$ cat src/rtl/bcd_seq_pkg.sv
// Shared types and helpers for the BCD subtract sequencer.
package bcd_seq_pkg;

  typedef enum logic [2:0] {
    IDLE,
    CHK,
    CONV_A,
    CONV_B,
    SUB1,
    SUB2,
    DAB,
    DONE
  } state_e;

  localparam int unsigned ITER_DEF = 7;
  localparam int unsigned BCD_MAX  = 99;
  // Binary magnitude width: enough bits for 0..BCD_MAX.
  localparam int unsigned MAG_W    = $clog2(BCD_MAX + 1);

  function automatic logic nib_ok(input logic [3:0] n);
    return (n <= 4'd9);
  endfunction

  // Double-dabble pre-shift correction for one BCD digit.
  function automatic logic [3:0] dd_adj(input logic [3:0] n);
    return (n >= 4'd5) ? (n + 4'd3) : n;
  endfunction

endpackage

$ cat src/rtl/bcd2bin.sv
// Two-digit packed BCD to 7-bit binary (tens*10 + units); inputs assumed valid.
module bcd2bin (
  input  logic [7:0] bcd_i,
  output logic [6:0] bin_o
);

  logic [6:0] tens;
  logic [6:0] units;

  always_comb begin
    tens  = {3'b000, bcd_i[7:4]};
    units = {3'b000, bcd_i[3:0]};
    bin_o = (tens << 3) + (tens << 1) + units;
  end

endmodule

$ cat src/rtl/diff.sv
// N-bit two's-complement difference a - b.
module diff #(
  parameter int unsigned N = 8
) (
  input  logic [N-1:0] a_i,
  input  logic [N-1:0] b_i,
  output logic [N-1:0] d_o
);

  assign d_o = a_i - b_i;

endmodule

$ cat src/rtl/bcd_sub_seq.sv
// Multi-cycle |A-B| on 2-digit packed BCD with sign flag; one shared converter
// and one shared subtractor, result converted back by iterative double dabble.
module bcd_sub_seq
  import bcd_seq_pkg::*;
#(
  parameter int unsigned W    = 8,
  parameter int unsigned ITER = ITER_DEF
) (
  input  logic       clk,
  input  logic       rst_n,
  input  logic       in_valid,
  output logic       in_ready,
  input  logic [7:0] a_bcd,
  input  logic [7:0] b_bcd,
  output logic       out_valid,
  input  logic       out_ready,
  output logic [7:0] res_bcd,
  output logic       neg,
  output logic       err
);

  localparam int unsigned CW = $clog2(ITER + 1);

  state_e             state_q, state_d;
  logic [7:0]         a_q, a_d, b_q, b_d;
  logic [MAG_W-1:0]   bin_a_q, bin_a_d, bin_b_q, bin_b_d;
  logic [MAG_W-1:0]   mag_q, mag_d;
  logic [7:0]         bcd_q, bcd_d;
  logic [CW-1:0]      cnt_q, cnt_d;
  logic               neg_w_q, neg_w_d;
  logic [7:0]         res_q, res_d;
  logic               neg_q, neg_d;
  logic               err_q, err_d;

  logic [7:0]         conv_in;
  logic [MAG_W-1:0]   conv_bin;
  logic [W-1:0]       op_x, op_y, d_w;
  logic [7:0]         bcd_adj;
  logic [7+MAG_W:0]   dd_shift;
  logic               nibs_ok;

  assign conv_in = (state_q == CONV_B) ? b_q : a_q;

  bcd2bin u_bcd2bin (
    .bcd_i (conv_in),
    .bin_o (conv_bin)
  );

  // SUB2 reuses the same subtractor with the operands swapped.
  assign op_x = (state_q == SUB2) ? {{(W-MAG_W){1'b0}}, bin_b_q}
                                  : {{(W-MAG_W){1'b0}}, bin_a_q};
  assign op_y = (state_q == SUB2) ? {{(W-MAG_W){1'b0}}, bin_a_q}
                                  : {{(W-MAG_W){1'b0}}, bin_b_q};

  diff #(.N(W)) u_diff (
    .a_i (op_x),
    .b_i (op_y),
    .d_o (d_w)
  );

  assign nibs_ok  = nib_ok(a_q[7:4]) && nib_ok(a_q[3:0]) &&
                    nib_ok(b_q[7:4]) && nib_ok(b_q[3:0]);
  assign bcd_adj  = {dd_adj(bcd_q[7:4]), dd_adj(bcd_q[3:0])};
  assign dd_shift = {bcd_adj, mag_q} << 1;

  always_comb begin
    state_d = state_q;
    a_d     = a_q;
    b_d     = b_q;
    bin_a_d = bin_a_q;
    bin_b_d = bin_b_q;
    mag_d   = mag_q;
    bcd_d   = bcd_q;
    cnt_d   = cnt_q;
    neg_w_d = neg_w_q;
    res_d   = res_q;
    neg_d   = neg_q;
    err_d   = err_q;

    case (state_q)
      IDLE: begin
        if (in_valid) begin
          a_d     = a_bcd;
          b_d     = b_bcd;
          state_d = CHK;
        end
      end
      CHK: begin
        if (!nibs_ok) begin
          res_d   = '0;
          neg_d   = 1'b0;
          err_d   = 1'b1;
          state_d = DONE;
        end else begin
          state_d = CONV_A;
        end
      end
      CONV_A: begin
        bin_a_d = conv_bin;
        state_d = CONV_B;
      end
      CONV_B: begin
        bin_b_d = conv_bin;
        state_d = SUB1;
      end
      SUB1: begin
        bcd_d = '0;
        cnt_d = '0;
        if (d_w[W-1]) begin
          neg_w_d = 1'b1;
          state_d = SUB2;
        end else begin
          neg_w_d = 1'b0;
          mag_d   = d_w[MAG_W-1:0];
          state_d = DAB;
        end
      end
      SUB2: begin
        mag_d   = d_w[MAG_W-1:0];
        state_d = DAB;
      end
      DAB: begin
        bcd_d = dd_shift[7+MAG_W:MAG_W];
        mag_d = dd_shift[MAG_W-1:0];
        cnt_d = cnt_q + CW'(1);
        // Visible outputs change only when the finished result is published.
        if (cnt_q == CW'(ITER - 1)) begin
          res_d   = dd_shift[7+MAG_W:MAG_W];
          neg_d   = neg_w_q;
          err_d   = 1'b0;
          state_d = DONE;
        end
      end
      DONE: begin
        if (out_ready) begin
          state_d = IDLE;
        end
      end
      default: state_d = IDLE;
    endcase
  end

  always_ff @(posedge clk or negedge rst_n) begin
    if (!rst_n) begin
      state_q <= IDLE;
      a_q     <= '0;
      b_q     <= '0;
      bin_a_q <= '0;
      bin_b_q <= '0;
      mag_q   <= '0;
      bcd_q   <= '0;
      cnt_q   <= '0;
      neg_w_q <= 1'b0;
      res_q   <= '0;
      neg_q   <= 1'b0;
      err_q   <= 1'b0;
    end else begin
      state_q <= state_d;
      a_q     <= a_d;
      b_q     <= b_d;
      bin_a_q <= bin_a_d;
      bin_b_q <= bin_b_d;
      mag_q   <= mag_d;
      bcd_q   <= bcd_d;
      cnt_q   <= cnt_d;
      neg_w_q <= neg_w_d;
      res_q   <= res_d;
      neg_q   <= neg_d;
      err_q   <= err_d;
    end
  end

  assign in_ready  = (state_q == IDLE);
  assign out_valid = (state_q == DONE);
  assign res_bcd   = res_q;
  assign neg       = neg_q;
  assign err       = err_q;

endmodule

$ cat config.mk
export PLATFORM = sky130hd
export DESIGN_NAME = bcd_sub_seq
export DESIGN_NICKNAME = d
export VERILOG_FILES = /design/src/rtl/bcd_seq_pkg.sv /design/src/rtl/bcd2bin.sv /design/src/rtl/diff.sv /design/src/rtl/bcd_sub_seq.sv
export SDC_FILE = /design/constraint.sdc
export NUM_CORES = 1
export LEC_CHECK = 0
export ABC_CLOCK_PERIOD_IN_PS = 3650
export CAP_MARGIN = 20
export CELL_PAD_IN_SITES_DETAIL_PLACEMENT = 0
export CELL_PAD_IN_SITES_GLOBAL_PLACEMENT = 1
export CORE_MARGIN = 2
export CORE_UTILIZATION = 45
export DETAILED_ROUTE_END_ITERATION = 10
export HOLD_SLACK_MARGIN = 0.08
export MAX_ROUTING_LAYER = met4
export PLACE_DENSITY_LB_ADDON = 0.15
export SYNTH_ARGS = -nofsm -noshare
export SYNTH_HDL_FRONTEND = slang
export SYNTH_SLANG_ARGS = --single-unit
$ cat constraint.sdc
create_clock -name clk -period 3.65 [get_ports clk]
set_input_delay 0.5475 -clock clk [delete_from_list [all_inputs] [get_ports clk]]
set_output_delay 0.5475 -clock clk [all_outputs]
set_load 0.02 [all_outputs]
==> qor.yml, run 1 <==
maxSlewViolCount: 0
syn_to_final_growth_pct: 16.2
rsz0062_at_grt: "no"
design_area_sq_um: 4200
drt-total-wl_um: 7140
layout_min_cycle_time_ns: 2.84
cts_root_buf: "clkbuf_8"
synth_cell_types: 51
post_dp_cell_area_sq_um: 4040
setup_viol: 0
drc: 0
coreArea_sq_um: 7770
vias: 2636
antenna_left: 0
p_per_area_nw_per_um2: 964
cts_made_buffers: 9
hold_path_class: "input pin to async pin"
final_nets: 427
n_antenna_cell: 0
ys_seq_elements: 62
setup_tns_ns: 0
cpMostUsedCell: "inv_1"
dieArea_sq_um: 8770
io-pin-count: 32
synthFlopType: "dfrtp_1"
worstMarginPinSlew_ns: 0.881
crit_chain: "inv_1, nand3_1, buf_4, mux2_2, ha_1, ha_1, inv_1, fa_1, inv_1, a21o_1, a21oi_1, xor2_1, o21ai_0"
finClkSkew_ns: 0.0123
routabilityCongestion: 0.812
endpoint_kind: "register"
relSlewSlack_pct: 41.0
arrival_ns: 3.05
grt-ovfl-total: 0
firstDrtPassIters: 4
critPathRequiredTime_ns: 3.86
syn_avg_cell_area_sq_um: 10.1
hold_viol_final: 0
antenna_found_initial: 0
cp_max_fo: 13
vias_per_cell: 5.29
ys_seq_area_share_pct: 42.9
yosysTopAreaCell: "dfrtp_1"
cts_num_sinks: 62
ys_async_sr_fraction_pct: 100
layout-drive-gt1-share_pct: 16.9
p_leak_nw: 1.92
cts-resized-gates: 0
clk_pin_slew_ns: 0.08
startpoint_type: "register"
setup.worst_path.class: "register to register"
clock_latency_ns: 0.34
synth.cell_area_sq_um: 3620
dp_cells: 482
htree_num_levels: 3
fin_cells: 498
rows: 32
yosys-top-cells-count: "dfrtp_1 (62), nand2_1 (43), o21ai_0 (33)"
fin_util_pct: 54.1
grt_usage_pct: 19.0
synthDominantCellAreaShare_pct: 42.9
netlist_instances: 359
grt-busiest-layer: "met2"
yosysWarnings: 0
max_freq_mhz: 352
grt_pass1_vias: 2733
min_period_over_period_pct: 77.8
cts_tree: "built"
dp_hpwl_um: 5330
use_met1_pct: 22.9
cpPeakStageDelay_ns: 0.37
grt_pass1_wl_um: 12700
holdBufCountCts: 0
grt_start_max_net_pins: 63
die-width_um: 93.7
max-cap-violations: 0
drt_iter0_drc: 99
die_h_um: 93.7
status: "complete, no violations"
use_met3_pct: 3.37
synth_edf_count: 0
cp_slowest_cell: "dfrtp_1"
peakVddDrop_mv: 0.472
synth.most_common_cell: "dfrtp_1"
cts_buffer_depth: 2
cts_setup_buffers: 0
start_util_pct: 46.6
total_power_mw: 4.05
use_met2_pct: 32.0
synthesis.nets: 395
routedWlPerCell_um: 14.3
synthTopCellsByArea: "dfrtp_1 (43%), mux2_2 (10%), ha_1 (4.8%)"
port_buffers: 31
r2r_setup_slack_ns: 0.81
## worst max-delay path, delay by kind of cell (launching register included)
family / cells / cell delay, ns
AOI/OAI and AO/OA: 3 / 0.43
xor gates and xnor gates: 1 / 0.20
adders and majority gates: 3 / 0.72
buffers and inverters: 4 / 0.48
DFF: 1 / 0.37
muxes: 1 / 0.30
and+or+nand+nor: 1 / 0.21
## final timing paths
check / from / end / cells past startpoint
worst max-delay path: state_q[2] / bin_a_q[6] / 13
worst min-delay path: rst_n / bcd_q[6] / 2
worst max register to register: state_q[2] / bin_a_q[6] / 13
worst min register to register: res_bcd[4] / res_bcd[4] / 2
max in group asynchronous: rst_n / a_q[7] / 2
min in group clk: res_bcd[4] / res_bcd[4] / 2
## state kept, by name, indices dropped and copies added (netlist names), 3 cells and up
register and flops:
res_bcd 8, a_q 8, cnt_q 3, mag_q 7, bcd_q 8, state_q 3
b_q 8, bin_b_q 7, bin_a_q 7
## metrics by stage
stage	hold slack, ns	setup slack [ns]
finish	0.360	0.810
global route	0.445	0.601
CTS	0.393	0.783
detailed placement	0.466	0.805
global placement	0.459	0.904
floorplan	0.252	0.495
## power by group
part	internal (mW)	switching, mW
clock network	0.243	0.268
registers	1.00	0.255
logic	1.07	1.21
## per-layer routing
layer  up-vias  routed length, um
li1       1341                  -
met1      1253               3340
met2        30               3520
met3        12                156
met4         0                122
met5         -                  0
## cell type report
type / instances / area, sq um
clock inverters: 6 / 38.8
fillers: 734 / 3560
clock buffers: 10 / 128
flip-flops and latches: 62 / 1550
inverters: 25 / 93.8
repair buffers: 38 / 358
multi-input cells: 255 / 1910
well taps: 102 / 128
## kinds of logic (layout without fill, tap and decap cells)
logic type | after synthesis | count (layout) | share of synthesized area [%]
AND/OR/NAND/NOR | 93 | 93 | 13.3
AO/OA/AOI/OAI | 84 | 84 | 15.1
flip-flops | 62 | 62 | 42.9
buffers and inverters | 42 | 79 | 4.43
multiplexers | 41 | 41 | 12.8
adder cells (fa/ha/maj) | 24 | 24 | 8.30
XOR/XNOR | 13 | 13 | 3.15
## layout by cell type (no fill, tap or decap), types with 9 or more instances in the layout
| cell | synthesis | routed |
|---|---|---|
| dfrtp_1 | 62 | 62 |
| nand2_1 | 43 | 43 |
| o21ai_0 | 33 | 33 |
| mux2_2 | 32 | 32 |
| clkdlybuf4s50_1 | 0 | 30 |
| inv_1 | 25 | 25 |
| ha_1 | 14 | 14 |
| a21oi_1 | 12 | 12 |
| nor2_1 | 10 | 10 |
| xnor2_1 | 9 | 9 |
| clkbuf_8 | 0 | 9 |
(Power assumes the default switching activity.)
==> inputs of run 2 (changes only) <==
Settings changed: ABC_CLOCK_PERIOD_IN_PS 3650 to 2700.
Clock period 3.65 ns to 2.7 ns, I/O delays scaled along.
==> run 2 against run 1 <==
Against the previous run:
- die area is the same
- global-route usage rose by 0.15 points
- final area up 3.1%
- largest power group unchanged
- largest cell class unchanged
==> qor.yml, run 2 (synthesis gave the netlist of run 1 again) <==
setup.worst_path.class: "register to register"  # unchanged
nFillCells: 712  # was 734
io-pin-count: 32  # unchanged
min_period_over_period_pct: 94.4  # was 77.8%
maxSlewViolCount: 0  # unchanged
cp_slowest_cell: "fa_2"  # was dfrtp_1
grt_usage_pct: 19.1  # was 19.0%
cp.depth: 11  # was 13
p_clk_share_pct: 12.6  # about the same
r2r_setup_slack_ns: 0.15  # was 0.81 ns
final_common_cell: "dfrtp_1"  # unchanged
pwr-share-seq_pct: 29.9  # was 30.9%
p_comb_share_pct: 57.5  # was 56.4%
clk_pin_slew_ns: 0.08  # about the same
clock_latency_ns: 0.35  # was 0.34 ns
grt_pass1_wl_um: 12600  # was 12700 um
n_antenna_cell: 0  # unchanged
cts_tree: "built"  # unchanged
firstDrtPassIters: 4  # unchanged
rows: 32  # unchanged
cpPeakStageDelay_ns: 0.62  # was 0.37 ns
drt_iter0_drc: 66  # was 99
dieArea_sq_um: 8770  # unchanged
start_util_pct: 46.6  # unchanged
relSlewSlack_pct: 36.2  # was 41.0%
routabilityCongestion: 0.766  # was 0.812
max_freq_mhz: 392  # was 352 MHz
cpMostUsedCell: "inv_2"  # was inv_1
max-cap-violations: 0  # unchanged
holdBufCountCts: 0  # unchanged
hold_viol_final: 0  # unchanged
port_buffers: 31  # unchanged
setup_tns_ns: 0  # unchanged
vias_per_cell: 5.29  # about the same
startpoint: "state_q[2]"  # unchanged
vias: 2684  # was 2636
grt_start_max_net_pins: 36  # was 63
crit_end: "bin_b_q[5]"  # was bin_a_q[6]
cts_root_buf: "clkbuf_8"  # unchanged
grt-ovfl-total: 0  # unchanged
antenna_found_initial: 0  # unchanged
routedWlPerCell_um: 14.5  # was 14.3 um
p_leak_nw: 1.95  # was 1.92 nW
antenna_left: 0  # unchanged
startpoint_type: "register"  # unchanged
drt-total-wl_um: 7370  # was 7140 um
setup_viol: 0  # unchanged
syn_to_final_growth_pct: 19.8  # was 16.2%
timing.rr.start: "state_q[2]"  # unchanged
crit_buf_inv: 3  # was 4
mostFrequentLayoutCells: "dfrtp_1 (62), nand2_1 (43), mux2_2 (32)"  # was dfrtp_1 (62), nand2_1 (43), o21ai_0 (33)
p_per_area_nw_per_um2: 1320  # was 964 nW/um^2
critPathRequiredTime_ns: 2.92  # was 3.86 ns
cts_made_buffers: 9  # unchanged
cts_buffer_depth: 2  # unchanged
arrival_ns: 2.77  # was 3.05 ns
critical_path.top_delay_family: "adder cells"  # unchanged
hold_path_class: "input pin to async pin"  # unchanged
layout-drive-gt1-share_pct: 21.5  # was 16.9%
worstReg2RegEnd: "bin_b_q[5]"  # was bin_a_q[6]
die_h_um: 93.7  # unchanged
cts_num_sinks: 62  # unchanged
drc: 0  # unchanged
peakVddDrop_mv: 0.691  # was 0.472 mV
htree_num_levels: 3  # unchanged
die-width_um: 93.7  # unchanged
crit_chain: "inv_2, nand3_4, buf_6, mux2i_4, fa_2, inv_2, ha_4, a21o_1, a21oi_2, xor2_1, o21ai_1"  # was inv_1, nand3_1, buf_4, mux2_2, ha_1, ha_1, inv_1, fa_1, inv_1, a21o_1, a21oi_1, xor2_1, o21ai_0
coreArea_sq_um: 7770  # unchanged
switchingPower_mw: 2.46  # was 1.74 mW
finClkSkew_ns: 0.0109  # was 0.0123 ns
total_power_mw: 5.72  # was 4.05 mW
endpoint_kind: "register"  # unchanged
final_nets: 436  # was 427
grt_pass1_vias: 2650  # was 2733
cp_max_fo: 5  # was 13
dp_hpwl_um: 5540  # was 5330 um
layout_min_cycle_time_ns: 2.55  # was 2.84 ns
fin_util_pct: 55.8  # was 54.1%
p_int_mw: 3.27  # was 2.32 mW
reg2regPathDepth: 11  # was 13
switching_share_pct: 43.0  # was 42.8%
status: "complete, no violations"  # unchanged
worstMarginPinSlew_ns: 0.953  # was 0.881 ns
run 2: how the worst min path moves through the flow:
stage | start | endpoint | slack (ns) | depth (start not counted)
global route | rst_n | state_q[2] | 0.20 | 1
detailed placement | res_bcd[5] | res_bcd[5] | 0.46 | 2
floorplan | rst_n | a_q[0] | 0.11 | 0
global placement | res_bcd[7] | res_bcd[7] | 0.46 | 1
CTS | rst_n | res_bcd[5] | 0.16 | 1
finish | rst_n | bcd_q[5] | 0.13 | 1
run 2: stage by stage:
step	worst slack (ns)	hold WS, ns	instances	cell area [sq um]
2_1_floorplan	0.00231	0.109	359	3650
3_3_place_gp	0.109	0.458	487	4090
3_5_place_dp	0.0511	0.465	487	4090
4_1_cts	0.0258	0.157	503	4270
5_1_grt	-0.00155	0.202	507	4340
6_report	0.152	0.133	507	4340
run 2: cell type report:
class | instances | area [sq um] | share of cell area (%)
clock buffers | 9 | 124 | 2.86
clock inverters | 7 | 50.0 | 1.15
inverters | 25 | 93.8 | 2.16
multi-input cells | 255 | 1960 | 45.2
flip-flops and latches | 62 | 1550 | 35.8
well taps | 102 | 128 | 2.94
repair buffers | 47 | 429 | 9.90
run 2: what timing repair did:
item | CTS | global route
buffers inserted | 0 | 4
gates resized for setup | 0 | 13
setup endpoints to repair | 0 | 4
run 2: power by group through the flow:
| stage | combinational (mW) | clock (mW) | sequential (mW) |
|---|---|---|---|
| 2_1_floorplan | 2.41 | 0 | 1.65 |
| 3_3_place_gp | 3.14 | 0 | 1.71 |
| 3_5_place_dp | 3.18 | 0 | 1.73 |
| 4_1_cts | 3.21 | 0.742 | 1.71 |
| 5_1_grt | 3.71 | 0.784 | 1.78 |
| 6_report | 3.29 | 0.721 | 1.71 |
run 2: routing by layer:
layer / vias to the layer above / part of all wire [%] / GRT usage, % / wire length (um)
met5: - / 0 / - / 0
met4: 0 / 2.6 / 9.18 / 195
met3: 13 / 2.5 / 3.37 / 182
met2: 37 / 49 / 30.9 / 3630
met1: 1285 / 46 / 23.3 / 3370
li1: 1349 / - / - / -
